`src/rtl/lcd_value_writer.sv`:
```
// lcd_value_writer: latches a 32-bit value, clears the display, converts the
// value to decimal with a sequential double-dabble, then streams the ASCII
// digits to the lcd controller one paced byte at a time.
//
// state    | meaning
// ---------+------------------------------------------------------------
// IDLE     | waiting for start; value is latched on an accepted start
// CLEAR    | lcd_reset strobe cycle
// WAIT_CLR | display clear settling time (CLEAR_CYCLES)
// CONVERT  | 32 double-dabble steps, one per cycle
// SKIP     | walk the digit index past leading zeros (digit 0 is kept)
// EMIT     | lcd_write_en strobe carrying the current digit
// GAP      | pacing between writes (GAP_CYCLES)
// FINISH   | done strobe
module lcd_value_writer #(
  parameter int CLEAR_CYCLES   = 100000,
  parameter int GAP_CYCLES     = 100000,
  parameter bit SUPPRESS_ZEROS = 1'b1
) (
  input  logic        clock,
  input  logic        reset,
  input  logic        start,
  input  logic [31:0] value,
  output logic        lcd_write_en,
  output logic [7:0]  lcd_write_data,
  output logic        lcd_reset,
  output logic        busy,
  output logic        done
);

  localparam int MAX_CYC = (CLEAR_CYCLES > GAP_CYCLES) ? CLEAR_CYCLES : GAP_CYCLES;
  localparam int CNT_W   = ($clog2(MAX_CYC + 1) > 5) ? $clog2(MAX_CYC + 1) : 5;

  // A wait state always occupies at least one cycle, so a count of N is
  // realised by loading N-1 and leaving when the counter reaches zero.
  localparam logic [CNT_W-1:0] CLR_LOAD = (CLEAR_CYCLES > 0) ? CNT_W'(CLEAR_CYCLES - 1) : '0;
  localparam logic [CNT_W-1:0] GAP_LOAD = (GAP_CYCLES > 0) ? CNT_W'(GAP_CYCLES - 1) : '0;
  localparam logic [CNT_W-1:0] CNV_LOAD = CNT_W'(31);

  typedef enum logic [2:0] {
    S_IDLE, S_CLEAR, S_WAIT_CLR, S_CONVERT, S_SKIP, S_EMIT, S_GAP, S_FINISH
  } state_t;

  state_t            state_q, state_d;
  logic [CNT_W-1:0]  cnt_q, cnt_d;
  logic [31:0]       bin_q, bin_d;
  logic [39:0]       bcd_q, bcd_d;
  logic [3:0]        idx_q, idx_d;
  logic              lcd_write_en_q, lcd_write_en_d;
  logic [7:0]        lcd_write_data_q, lcd_write_data_d;
  logic              lcd_reset_q, lcd_reset_d;
  logic              busy_q, busy_d;
  logic              done_q, done_d;
  logic [39:0]       bcd_adj;
  logic [3:0]        dig_q, dig_d;

  function automatic logic [3:0] digit_at(input logic [39:0] bcd, input logic [3:0] idx);
    logic [39:0] s;
    s = bcd >> {idx, 2'b00};
    return s[3:0];
  endfunction

  // Double-dabble correction: add 3 to every BCD nibble that is 5 or more.
  always_comb begin
    bcd_adj = bcd_q;
    for (int i = 0; i < 10; i++) begin
      if (bcd_q[i*4 +: 4] >= 4'd5) bcd_adj[i*4 +: 4] = bcd_q[i*4 +: 4] + 4'd3;
    end
  end

  // Next-state, datapath and registered-output computation.
  always_comb begin
    state_d = state_q;
    cnt_d   = cnt_q;
    bin_d   = bin_q;
    bcd_d   = bcd_q;
    idx_d   = idx_q;
    dig_q   = digit_at(bcd_q, idx_q);

    case (state_q)
      S_IDLE: begin
        if (start) begin
          bin_d   = value;
          bcd_d   = '0;
          state_d = S_CLEAR;
        end
      end
      S_CLEAR: begin
        cnt_d   = CLR_LOAD;
        state_d = S_WAIT_CLR;
      end
      S_WAIT_CLR: begin
        if (cnt_q == '0) begin
          cnt_d   = CNV_LOAD;
          state_d = S_CONVERT;
        end else begin
          cnt_d = cnt_q - 1'b1;
        end
      end
      S_CONVERT: begin
        {bcd_d, bin_d} = {bcd_adj[38:0], bin_q, 1'b0};
        if (cnt_q == '0) begin
          idx_d   = 4'd9;
          state_d = S_SKIP;
        end else begin
          cnt_d = cnt_q - 1'b1;
        end
      end
      S_SKIP: begin
        if (SUPPRESS_ZEROS && dig_q == 4'd0 && idx_q != 4'd0) idx_d = idx_q - 4'd1;
        else                                                  state_d = S_EMIT;
      end
      S_EMIT: begin
        cnt_d   = GAP_LOAD;
        state_d = S_GAP;
      end
      S_GAP: begin
        if (cnt_q == '0) begin
          if (idx_q == 4'd0) begin
            state_d = S_FINISH;
          end else begin
            idx_d   = idx_q - 4'd1;
            state_d = S_EMIT;
          end
        end else begin
          cnt_d = cnt_q - 1'b1;
        end
      end
      S_FINISH: state_d = S_IDLE;
      default:  state_d = S_IDLE;
    endcase

    // Outputs are decoded from the next state so they appear registered,
    // aligned with the cycle the FSM spends in the corresponding state.
    dig_d            = digit_at(bcd_d, idx_d);
    lcd_reset_d      = (state_d == S_CLEAR);
    lcd_write_en_d   = (state_d == S_EMIT);
    lcd_write_data_d = lcd_write_en_d ? (8'h30 + {4'h0, dig_d}) : 8'h00;
    done_d           = (state_d == S_FINISH);
    busy_d           = (state_d != S_IDLE);
  end

  // State, datapath and output registers with synchronous reset.
  always_ff @(posedge clock) begin
    if (reset) begin
      state_q          <= S_IDLE;
      cnt_q            <= '0;
      bin_q            <= '0;
      bcd_q            <= '0;
      idx_q            <= '0;
      lcd_write_en_q   <= 1'b0;
      lcd_write_data_q <= 8'h00;
      lcd_reset_q      <= 1'b0;
      busy_q           <= 1'b0;
      done_q           <= 1'b0;
    end else begin
      state_q          <= state_d;
      cnt_q            <= cnt_d;
      bin_q            <= bin_d;
      bcd_q            <= bcd_d;
      idx_q            <= idx_d;
      lcd_write_en_q   <= lcd_write_en_d;
      lcd_write_data_q <= lcd_write_data_d;
      lcd_reset_q      <= lcd_reset_d;
      busy_q           <= busy_d;
      done_q           <= done_d;
    end
  end

  assign lcd_write_en   = lcd_write_en_q;
  assign lcd_write_data = lcd_write_data_q;
  assign lcd_reset      = lcd_reset_q;
  assign busy           = busy_q;
  assign done           = done_q;

endmodule
```
`config.mk`:
```
export PLATFORM = sky130hd
export DESIGN_NAME = lcd_value_writer
export DESIGN_NICKNAME = d
export VERILOG_FILES = /design/src/rtl/lcd_value_writer.sv
export SDC_FILE = /design/constraint.sdc
export NUM_CORES = 1
export LEC_CHECK = 0
export BUFFER_PORTS_ARGS = -buffer_cell sky130_fd_sc_hd__buf_2
export CAP_MARGIN = 0
export CORE_MARGIN = 5
export CORE_UTILIZATION = 50
export CTS_BUF_LIST = sky130_fd_sc_hd__clkbuf_8
export DETAILED_ROUTE_END_ITERATION = 8
export PLACE_DENSITY = 0.67
export SETUP_SLACK_MARGIN = 0.4
export SKIP_LAST_GASP = 1
export SYNTH_ARGS = -nofsm -noshare
export SYNTH_HDL_FRONTEND = slang
export SYNTH_SLANG_ARGS = --single-unit
```
`constraint.sdc`:
```
create_clock -name clock -period 3.53 [get_ports clock]
set_input_delay 0.1765 -clock clock [delete_from_list [all_inputs] [get_ports clock]]
set_output_delay 0.1765 -clock clock [all_outputs]
set_load 0.1 [all_outputs]
```
==> metrics <==
pwr/cell area=525 nW/um^2; status=complete, no violations; cell class contributing the biggest share of worst-path delay=compound AO/OA/AOI/OAI gates; total CTS buffers=9; drt drc=0; Final Power=3.66 mW; crit path cell chain=buf_4 -> mux4_2 -> a311o_1 -> a31o_2 -> o31ai_1 -> a2bb2oi_1 -> buf_4 -> a311o_1 -> o2111ai_2 -> o211ai_2; vias=6196; post-CTS setup buffers=0; floorplan core area=12500 sq um; static leakage=2.60 nW; Reg2Reg Setup Slack=0.54 ns; H-tree depth=3; class of the most critical hold timing path=in -> reg; Buffers & Inverters on Critical Path=2; wire length per cell=17.1 um; Crit-path slowest cell=dfxtp_2; Final Max Slew Viols=0; initial antenna violation count=0; Die Wd=123 um; max-cap viol count=0; first-pass GRT wire length=28100 um; Die Y=123 um; WP data required=3.81 ns; Post-synth EDFFs=0; DP Cell Count=998; Skew-Pair Late Insertion Delay=0.39 ns; largest net degree at the start of global routing=94; 1st-iter DRT viols=493; PortBufs=44; ys async rst share=0; Seq. cell area=2110 sq um; worst reg2reg startpoint=idx_q[1]$_SDFF_PP0_; CP Depth=10; worst-margin pin slew=1.00 ns; GR Overflow Total=0; Setup Viol. Count Final=0; share of cells above drive strength 1=0.137; sequential share of the synthesized area=0.331; flop and latch count out of synthesis=105; Final HPWL DP=12100 um; clock tree sinks=105; commonest non-fill, non-tap cell in the layout=nand2_1; die area=15100 sq um; Nets=895; Final Wtd Congestion=0.930; fmax=334 MHz; CTS tree=built; Ys Warns=0; Worst Clk Skew=0.0123 ns; Crit path arrival time=3.28 ns; GRT Total Usage=0.233; Yosys cell types=77; area of the multi-input gates=3960 sq um; Crit path largest cell delay=0.43 ns; Worst R2R Path Depth=10; crit path capture=lcd_write_data[1]$_SDFF_PP0_; minimum clock period=2.99 ns; final WL=17300 um; CP startpoint kind=flip-flop; synthesized area per cell=7.72 sq um; Final WS setup=0.535 ns; setup TNS=0 ns; Pre-Repair DR Iteration Count=5; standard-cell rows=41; Bufs on Longest Clock Path=2; Initial Util=0.508; final non-filler cell total=1013; main flop type after synthesis=dfxtp_1; via/cell ratio=6.12; Clock transition at path regs=0.10 ns; Hold Vio Cnt, Final=0; I/O pin total=47; endpoint of the worst-slack reg-to-reg timing path=lcd_write_data[1]$_SDFF_PP0_; Worst slew margin=0.333; Peak VDD IR=0.000352 V; CTS Root Buffer Type=clkbuf_8; CP Class=reg -> reg; fin crit share=0.848; Antenna diodes=0; pre-CTS worst setup slack=0.211 ns; Setup crit start=idx_q[1]$_SDFF_PP0_; vias in the first global route=5705; commonest non-fill, non-tap cells in the layout=115 x nand2_1, 104 x nor2_1, 102 x dfxtp_1; Crit Path Max Fanout=8; Netlist Area Pre-Place=6360 sq um; Mapped Cells=823; Layout area overhead=9.61%; CP endpoint kind=flip-flop; unrepaired setup endpoints after global routing=false; Final ANT Viol Nets=0; layout filler cell count=1210
## report_power, final
| group | switching (mW) | internal (mW) | total (mW) |
|---|---|---|---|
| Sequential | 0.154 | 1.35 | 1.50 |
| Clock | 0.428 | 0.271 | 0.699 |
| Combinational | 0.944 | 0.513 | 1.46 |
| Total | 1.53 | 2.13 | 3.66 |
## state kept, by name (all words and copies together) (netlist names)
register and flops:
bcd_q 40, bin_q 32, busy 1, cnt_q 17, done 1, idx_q 4
lcd_reset 1, lcd_write_data 5, lcd_write_en 1, state_q 3
## what timing repair did
action,4_1_cts,5_1_grt
endpoints found under the setup margin,4,4
gates cloned,0,0
resized for setup,5,13
hold buffers,0,0
## worst min-delay path by stage
stage,end,cells past startpoint,slack (ns),startpoint
3_5_place_dp,bin_q[0]$_SDFFE_PP0P_,3,0.45,value[0]
2_1_floorplan,lcd_write_en$_SDFF_PP0_,1,0.26,reset
4_1_cts,bin_q[0]$_SDFFE_PP0P_,3,0.02,value[0]
3_3_place_gp,bin_q[0]$_SDFFE_PP0P_,2,0.44,bin_q[0]$_SDFFE_PP0P_
6_report,lcd_write_en$_SDFF_PP0_,2,0.03,reset
5_1_grt,lcd_write_en$_SDFF_PP0_,2,0.0005,reset
## worst register-to-register path, stage by stage (launching register included)
cell	delay, ns
dfxtp_2	0.43
buf_4	0.18
mux4_2	0.30
a311o_1	0.41
a31o_2	0.23
o31ai_1	0.41
a2bb2oi_1	0.17
buf_4	0.18
a311o_1	0.28
o2111ai_2	0.18
o211ai_2	0.11
## cells by family after synthesis
kind of cell	Yosys count	share of synthesized area
AOI/OAI and AO/OA	217	0.245
muxes	28	0.0484
xor gates and xnor gates	19	0.0262
and+or+nand+nor	331	0.240
DFF	105	0.331
adders and majority gates	23	0.0453
buffers and inverters	99	0.0638
other	1	0.000590
## stage by stage
| step | instance area, sq um | hold WS (ns) | util |
|---|---|---|---|
| floorplan | 6360 | 0.265 | - |
| global placement | 6700 | 0.444 | 0.535 |
| detailed placement | 6700 | 0.447 | 0.535 |
| CTS | 6900 | 0.0157 | 0.551 |
| global route | 6970 | 0.000529 | 0.557 |
| finish | 6970 | 0.0321 | 0.557 |
## per-layer routing
layer / up-vias / global-route usage / routed length, um
met3: 29 / 0.0599 / 1080
met5: - / 0 / 0
li1: 3003 / - / -
met1: 2959 / 0.300 / 7570
met2: 205 / 0.384 / 8320
met4: 0 / 0.0714 / 313
## synthesized netlist by cell type, types with 7 or more instances
library cell,number,share of area
nand2_1,115,0.068
dfxtp_1,105,0.33
nor2_1,105,0.062
a21oi_1,49,0.039
clkbuf_1,44,0.026
inv_1,36,0.021
o21ai_0,36,0.028
a311oi_1,35,0.048
mux2i_1,24,0.038
ha_1,23,0.045
nor3_1,21,0.017
nand3_1,19,0.015
o31ai_1,17,0.020
a22oi_1,16,0.019
nor4_1,15,0.015
nand2b_1,13,0.013
xnor2_1,13,0.018
a32oi_1,11,0.015
buf_1,8,0.0047
nor2b_1,7,0.0069
## final cells by class
cell class | instances | area share
Multi-Input combinational cell | 620 | 0.569
Sequential cell | 105 | 0.302
Timing Repair Buffer | 65 | 0.0542
Tap cell | 172 | 0.0309
Clock buffer | 10 | 0.0198
Inverter | 36 | 0.0194
Clock inverter | 5 | 0.00485
Power figures use the tool's default switching activity.
